$ cat src/rtl/main.sv
// Registered modular adder/subtractor on 4-bit residues: Z <= (X +/- Y) mod m,
// with one shared raw adder, one correction adder and a 2:1 select.
module main #(
  parameter logic [3:0] m = 4'b1111
) (
  input  logic clk,
  input  logic rst_n,
  input  logic s,
  input  logic x3,
  input  logic x2,
  input  logic x1,
  input  logic x0,
  input  logic y3,
  input  logic y2,
  input  logic y1,
  input  logic y0,
  output logic z3,
  output logic z2,
  output logic z1,
  output logic z0
);

  localparam logic [4:0] M5 = {1'b0, m};

  logic [3:0] x_v;
  logic [3:0] y_v;
  logic [3:0] y_op;
  logic [4:0] raw;
  logic [4:0] val;
  logic [4:0] corr;
  logic       use_corr;
  logic [3:0] z_d;
  logic [3:0] z_q;

  assign x_v = {x3, x2, x1, x0};
  assign y_v = {y3, y2, y1, y0};

  always_comb begin
    y_op     = '0;
    raw      = '0;
    val      = '0;
    corr     = '0;
    use_corr = 1'b0;
    z_d      = '0;

    // Subtract reuses the adder as X + ~Y + 1; carry-out set means no borrow.
    y_op = s ? ~y_v : y_v;
    raw  = {1'b0, x_v} + {1'b0, y_op} + {4'b0000, s};

    if (s) begin
      val      = {~raw[4], raw[3:0]};
      corr     = val + M5;
      use_corr = val[4];
    end else begin
      val      = raw;
      corr     = val - M5;
      use_corr = (val >= M5);
    end

    z_d = use_corr ? corr[3:0] : val[3:0];
  end

  always_ff @(posedge clk or negedge rst_n) begin
    if (!rst_n) begin
      z_q <= '0;
    end else begin
      z_q <= z_d;
    end
  end

  assign {z3, z2, z1, z0} = z_q;

endmodule

$ cat config.mk
export PLATFORM = sky130hd
export DESIGN_NAME = main
export DESIGN_NICKNAME = d
export VERILOG_FILES = /design/src/rtl/main.sv
export SDC_FILE = /design/constraint.sdc
export NUM_CORES = 1
export LEC_CHECK = 0
export CORE_AREA = 2 2 43 45
export DETAILED_ROUTE_END_ITERATION = 8
export DIE_AREA = 0 0 45 47
export HOLD_SLACK_MARGIN = 0.12
export PLACE_DENSITY = 0.59
export SETUP_SLACK_MARGIN = 0.02
export SYNTH_ARGS = -nofsm -noshare
export SYNTH_HDL_FRONTEND = slang
export SYNTH_SLANG_ARGS = --single-unit
$ cat constraint.sdc
create_clock -name clk -period 0.8 [get_ports clk]
set_input_delay 0.16 -clock clk [delete_from_list [all_inputs] [get_ports clk]]
set_output_delay 0.16 -clock clk [all_outputs]
set_load 0.005 [all_outputs]
==> impl_metrics.env, run 1 <==
export IMPL_status="complete, but fails checks"
export IMPL_violations="negative setup slack"
export IMPL_worstMarginPinSlew_ns=0.287
export IMPL_clock_sinks=4
export IMPL_antenna_left=0
export IMPL_synth_top_area_cell="dfrtp_1"
export IMPL_async_flop_share=1.00
export IMPL_grt_max_degree=11
export IMPL_nets=101
export IMPL_avgSynthCellArea_sq_um=11.1
export IMPL_regMostFlops="z_q"
export IMPL_clk_pin_slew_ns=0.04
export IMPL_start_util=0.288
export IMPL_syn_num_nets=60
export IMPL_setup_viol=8
export IMPL_diodes=0
export IMPL_netSwitchingFraction=0.341
export IMPL_die_x_um=45
export IMPL_critical_path_startpoint_type="input pin"
export IMPL_drive_gt1_frac=0.659
export IMPL_dp_hpwl_um=942
export IMPL_crit_fanout=3
export IMPL_fp_row_count=15
export IMPL_grt_pass1_wl_mm=1.88
export IMPL_die_area_sq_mm=0.00212
export IMPL_seq_area_sq_um=100
export IMPL_ys_seq_area_frac=0.211
export IMPL_wl_per_cell_um=11.9
export IMPL_power_leakage_nw=0.439
export IMPL_ir_drop_v=0.000740
export IMPL_largest_register_ffs=4
export IMPL_grt_overflow_total=0
export IMPL_vias_per_cell=4.85
export IMPL_powerDensity_mw_per_mm2=1950
export IMPL_htree_levels=1
export IMPL_crit_slowest_cell="fa_2"
export IMPL_ys_warn_count=0
export IMPL_holdCritPathClass="input pin to async pin"
export IMPL_period_share=2.55
export IMPL_finalMaxSlewViolations=0
export IMPL_p_comb_frac=0.702
export IMPL_port_buffers=14
export IMPL_synthTopCellsByArea="dfrtp_1, ha_1, xor2_1"
export IMPL_synth_top_cell_area_share=0.211
export IMPL_syn_inst=43
export IMPL_num_vias=480
export IMPL_max_freq_mhz=491
export IMPL_synth_common_cells="ha_1, xor2_1, dfrtp_1"
export IMPL_rsz0062_at_grt="yes"
export IMPL_reg_top3="z_q: 4 flops"
export IMPL_grt_pass1_vias=458
export IMPL_num_fill_cells=152
export IMPL_finalWeightedCongestion=0.626
export IMPL_period_minus_slack_ns=2.04
export IMPL_layout_setup_ws_ns=-1.24
export IMPL_final_util=0.570
export IMPL_worstSetupPathType="input pin to register"
export IMPL_seqPwrFrac=0.166
export IMPL_drv_cap=0
export IMPL_switchingPower_uw=624
export IMPL_synth_flop_cell="dfrtp_1"
export IMPL_cts_buffers=3
export IMPL_syn_to_final_growth_pct=98.2
export IMPL_cts_tree="yes"
export IMPL_dp_cells=88
export IMPL_track_usage=0.129
export IMPL_hold_violations=0
export IMPL_crit_path_end_kind="register"
export IMPL_worstPathRequired_ns=0.94
export IMPL_clk_path_buf_depth=2
export IMPL_netlist_area_sq_um=475
export IMPL_slew_limit_headroom=0.808
export IMPL_internal_power_mw=1.21
export IMPL_drt_iter0_markers=0
export IMPL_cpPeakStageDelay_ns=0.40
export IMPL_first_pass_iters=1
export IMPL_arrival_ns=2.18
export IMPL_core_sq_mm=0.00165
export IMPL_ios=15
export IMPL_instances_no_fill=99
export IMPL_clk_root_buffer_cell="clkbuf_4"
export IMPL_finalWirelength_mm=1.18
export IMPL_pwr_share_clk=0.132
export IMPL_multi_input_area_sq_um=492
export IMPL_dieHeight_um=47
export IMPL_synth_edff_count=0
export IMPL_antenna_found_initial=0
export IMPL_ys_types=24
export IMPL_crit_path_cell_trace="buf_6 -> mux2_4 -> fa_2 -> xnor2_4 -> inv_2 -> ha_4 -> a21o_1 -> a31oi_4 -> and2_4 -> mux2i_1 -> o211ai_1"
export IMPL_synth_seq_cells=4
export IMPL_drc=0
## area by class of cell
cell class | instances | share of cell area
Multi-Input combinational cell | 37 | 0.522
Timing Repair Buffer | 37 | 0.321
Sequential cell | 4 | 0.106
Clock buffer | 3 | 0.0239
Tap cell | 17 | 0.0226
Inverter | 1 | 0.00398
## path summary, 6_finish.rpt
check                      cells after the start  slack, ns  start      to
worst max-delay path                          11      -1.24     y0  z_q[3]
worst min-delay path                           1       0.13  rst_n  z_q[0]
max in group asynchronous                      1       0.51  rst_n  z_q[3]
min in group clk                               5       0.51     y0  z_q[0]
## placed cells by master, fill, tap and decap left out
cell type / netlist / layout
a211o_1: 1 / 1
a21o_1: 2 / 2
a21oi_2: 0 / 1
a22oi_2: 0 / 1
a31oi_1: 2 / 1
a31oi_4: 1 / 2
and2_4: 0 / 1
and3_1: 1 / 1
buf_12: 0 / 2
buf_2: 0 / 6
buf_4: 0 / 22
buf_6: 0 / 1
clkbuf_4: 0 / 3
clkdlybuf4s15_1: 0 / 1
clkdlybuf4s50_1: 0 / 2
dfrtp_1: 4 / 4
dlygate4sd2_1: 0 / 3
fa_2: 0 / 1
ha_1: 5 / 2
ha_4: 0 / 3
inv_2: 0 / 1
maj3_1: 1 / 1
mux2_4: 2 / 2
mux2i_1: 2 / 2
nand2_1: 2 / 1
nand2_2: 0 / 1
nand3_1: 2 / 2
nor2_2: 0 / 1
o211ai_1: 1 / 1
o41ai_4: 1 / 1
xnor2_1: 3 / 1
xnor2_2: 0 / 1
xnor2_4: 0 / 1
xor2_1: 5 / 3
xor2_2: 1 / 2
xor2_4: 0 / 1
## what timing repair did
item                       CTS  global route
setup buffers                6             2
setup endpoints to repair    8             8
hold buffers                 0             0
resized for setup           49             6
pin swaps                   16             7
## power by group through the flow
stage	Sequential [mW]	Combinational (mW)	Clock [mW]
global route	0.313	1.39	0.269
finish	0.305	1.29	0.242
CTS	0.308	1.24	0.255
global placement	0.309	1.09	0
detailed placement	0.313	1.12	0
floorplan	0.324	0.609	0
## worst max-delay path: cells and delay by family
family / cells / cell delay (ns)
AND/OR/NAND/NOR: 1 / 0.17
adder cells (fa/ha/maj): 2 / 0.61
AO/OA/AOI/OAI: 3 / 0.56
buffers and inverters: 2 / 0.16
multiplexers: 2 / 0.36
XOR/XNOR: 1 / 0.16
## metal layers
layer | track usage | up-vias | routed length (um)
met1 | 0.130 | 229 | 417
met4 | 0.0882 | 0 | 9
met2 | 0.243 | 11 | 701
li1 | - | 238 | -
met5 | 0 | - | 0
met3 | 0.0231 | 2 | 53
## stage by stage
stage	hold slack [ns]	cell area [sq um]	setup WS, ns	TNS (ns)	power (mW)
after floorplan	-0.136	562	-1.42	-4.60	0.933
after global placement	0.371	811	-2.06	-7.81	1.40
after detailed placement	0.371	811	-2.11	-8.02	1.43
after CTS	0.122	902	-1.25	-4.51	1.81
after global routing	0.133	942	-1.31	-4.68	1.97
final	0.127	942	-1.24	-4.36	1.83
## kinds of logic after synthesis
logic type | after synthesis | share of synthesized area
compound gates | 10 | 0.221
xor+xnor | 9 | 0.182
fa+ha+maj | 7 | 0.195
buf+inv | 2 | 0.0158
flops | 4 | 0.211
mux | 4 | 0.105
simple gates | 7 | 0.0711
Power figures use the tool's default switching activity.
==> inputs of run 2 (changes only) <==
--- a/config.mk
+++ b/config.mk
@@ -5,11 +5,11 @@
 export SDC_FILE = /design/constraint.sdc
 export NUM_CORES = 1
 export LEC_CHECK = 0
-export CORE_AREA = 2 2 43 45
+export CORE_AREA = 2 2 39 41
 export DETAILED_ROUTE_END_ITERATION = 8
-export DIE_AREA = 0 0 45 47
+export DIE_AREA = 0 0 41 43
 export HOLD_SLACK_MARGIN = 0.12
-export PLACE_DENSITY = 0.59
+export PLACE_DENSITY = 0.69
 export SETUP_SLACK_MARGIN = 0.02
 export SYNTH_ARGS = -nofsm -noshare
 export SYNTH_HDL_FRONTEND = slang
==> constraint.sdc (replaced) <==
create_clock -name clk -period 2.6 [get_ports clk]
set_input_delay 0.52 -clock clk [delete_from_list [all_inputs] [get_ports clk]]
set_output_delay 0.52 -clock clk [all_outputs]
set_load 0.005 [all_outputs]
==> run 2 against run 1 <==
The flow now finishes without violations. Clock power is 69% lower. Via count down 7.9%. Clock-buffer cell count did not move. Worst setup slack better by 1.4 ns. Global-route usage up 0.90 points. Sequential power is 69% lower. Sequential cell count is the same. Routed wire length down 16%.
==> impl_metrics.env, run 2 (same netlist as run 1, synthesis figures left out) <==
export IMPL_status="complete, no violations"
export IMPL_netSwitchingFraction=0.317
export IMPL_clk_pin_slew_ns=0.04
export IMPL_grt_pass1_vias=461
export IMPL_final_cell_mix="buf_4, clkdlybuf4s50_1, dfrtp_1"
export IMPL_first_pass_iters=2
export IMPL_instances_no_fill=94
export IMPL_finalWeightedCongestion=0.691
export IMPL_switchingPower_uw=169
export IMPL_die_x_um=41
export IMPL_grt_max_degree=11
export IMPL_seqPwrFrac=0.179
export IMPL_finalMaxSlewViolations=0
export IMPL_dp_cells=86
export IMPL_reg_top3="z_q: 4 flops"
export IMPL_p_comb_frac=0.681
export IMPL_diodes=0
export IMPL_setup_viol=0
export IMPL_internal_power_uw=364
export IMPL_htree_levels=1
export IMPL_clock_sinks=4
export IMPL_core_sq_mm=0.00138
export IMPL_wl_per_cell_um=10.6
export IMPL_drc=0
export IMPL_grt_pass1_wl_mm=1.73
export IMPL_antenna_left=0
export IMPL_dp_worst_setup_slack_ns=-0.522
export IMPL_start_util=0.344
export IMPL_dieHeight_um=43
export IMPL_worstSetupPathType="input pin to register"
export IMPL_cts_buffers=3
export IMPL_crit_fanout=3
export IMPL_pwr_share_clk=0.139
export IMPL_max_freq_mhz=405
export IMPL_ios=15
export IMPL_layout_setup_ws_ns=0.129
export IMPL_crit_path_end_kind="register"
export IMPL_num_fill_cells=121
export IMPL_clk_path_buf_depth=2
export IMPL_final_common_cell="buf_4"
export IMPL_critical_path_startpoint_type="input pin"
export IMPL_clk_root_buffer_cell="clkbuf_4"
export IMPL_track_usage=0.138
export IMPL_drive_gt1_frac=0.500
export IMPL_rsz0062_at_grt="no"
export IMPL_tns_ns=0
export IMPL_arrival_ns=2.61
export IMPL_worstMarginPinSlew_ns=0.329
export IMPL_period_share=0.950
export IMPL_antenna_found_initial=0
export IMPL_holdBufCountCts=0
export IMPL_power_leakage_nw=0.415
export IMPL_nets=97
export IMPL_vias_per_cell=4.70
export IMPL_hold_violations=0
export IMPL_cts_tree="yes"
export IMPL_slew_limit_headroom=0.780
export IMPL_worstPathRequired_ns=2.74
export IMPL_die_area_sq_mm=0.00176
export IMPL_drv_cap=0
export IMPL_num_vias=442
export IMPL_port_buffers=14
export IMPL_regMostFlops="z_q"
export IMPL_ir_drop_v=0.000211
export IMPL_grt_overflow_total=0
export IMPL_holdCritPathClass="input pin to async pin"
export IMPL_period_minus_slack_ns=2.47
export IMPL_syn_to_final_growth_pct=83.2
export IMPL_finalWirelength_um=997
export IMPL_powerDensity_mw_per_mm2=612
export IMPL_dp_hpwl_um=873
export IMPL_drt_iter0_markers=1
export IMPL_largest_register_ffs=4
export IMPL_fp_row_count=14
## run 2: layout make-up
cell class                      count  area, sq um  area share
Multi-Input combinational cell     37          447       0.513
Tap cell                           16         20.0      0.0230
Clock buffer                        3         22.5      0.0259
Inverter                            1         3.75     0.00431
Timing Repair Buffer               33          278       0.319
Sequential cell                     4          100       0.115
## run 2: repair_timing
| item | 4_1_cts | 5_1_grt |
|---|---|---|
| buffers inserted | 3 | 2 |
| endpoints found under the setup margin | 4 | 2 |
| gates cloned | 0 | 0 |
| pin swaps | 4 | 8 |
| gates resized for setup | 7 | 13 |
## run 2: power groups by stage
stage	Sequential [mW]	Combinational [mW]	Clock [mW]
detailed placement	0.0977	0.336	0
global route	0.100	0.399	0.0787
global placement	0.0962	0.328	0
floorplan	0.0997	0.183	0
finish	0.0957	0.363	0.0741
CTS	0.0969	0.356	0.0791
## run 2: how the worst max path moves through the flow
stage          start      to  slack (ns)  cells past startpoint
6_report           s  z_q[3]        0.13                     12
2_1_floorplan      s  z_q[3]        0.01                     11
3_3_place_gp      y0  z_q[3]       -0.47                     11
3_5_place_dp      y0  z_q[3]       -0.52                     11
5_1_grt           y0  z_q[3]        0.03                     11
4_1_cts           y2  z_q[3]        0.02                     11
## run 2: routing by layer
layer  share of wire  global-route usage  vias up
li1                -                   -      229
met1            0.37               0.138      202
met2            0.59               0.269       11
met3           0.036                   0        0
met4               0              0.0600        0
met5               0                   0        -
## run 2: stage by stage
stage | cell area [sq um] | hold slack (ns) | utilization | power, mW
detailed placement | 790 | 0.738 | 0.571 | 0.433
finish | 871 | 0.491 | 0.629 | 0.533
CTS | 842 | 0.488 | 0.608 | 0.532
global route | 871 | 0.509 | 0.629 | 0.578
floorplan | 549 | 0.224 | - | 0.283
global placement | 790 | 0.732 | 0.571 | 0.424
## run 2: critical path: stages
cell,delay (ns)
buf_6,0.09
buf_6,0.12
xor2_4,0.15
fa_2,0.44
xnor2_4,0.19
inv_2,0.07
ha_4,0.22
a21o_1,0.18
a31oi_2,0.19
nor2_1,0.09
a211o_1,0.27
o211ai_1,0.08
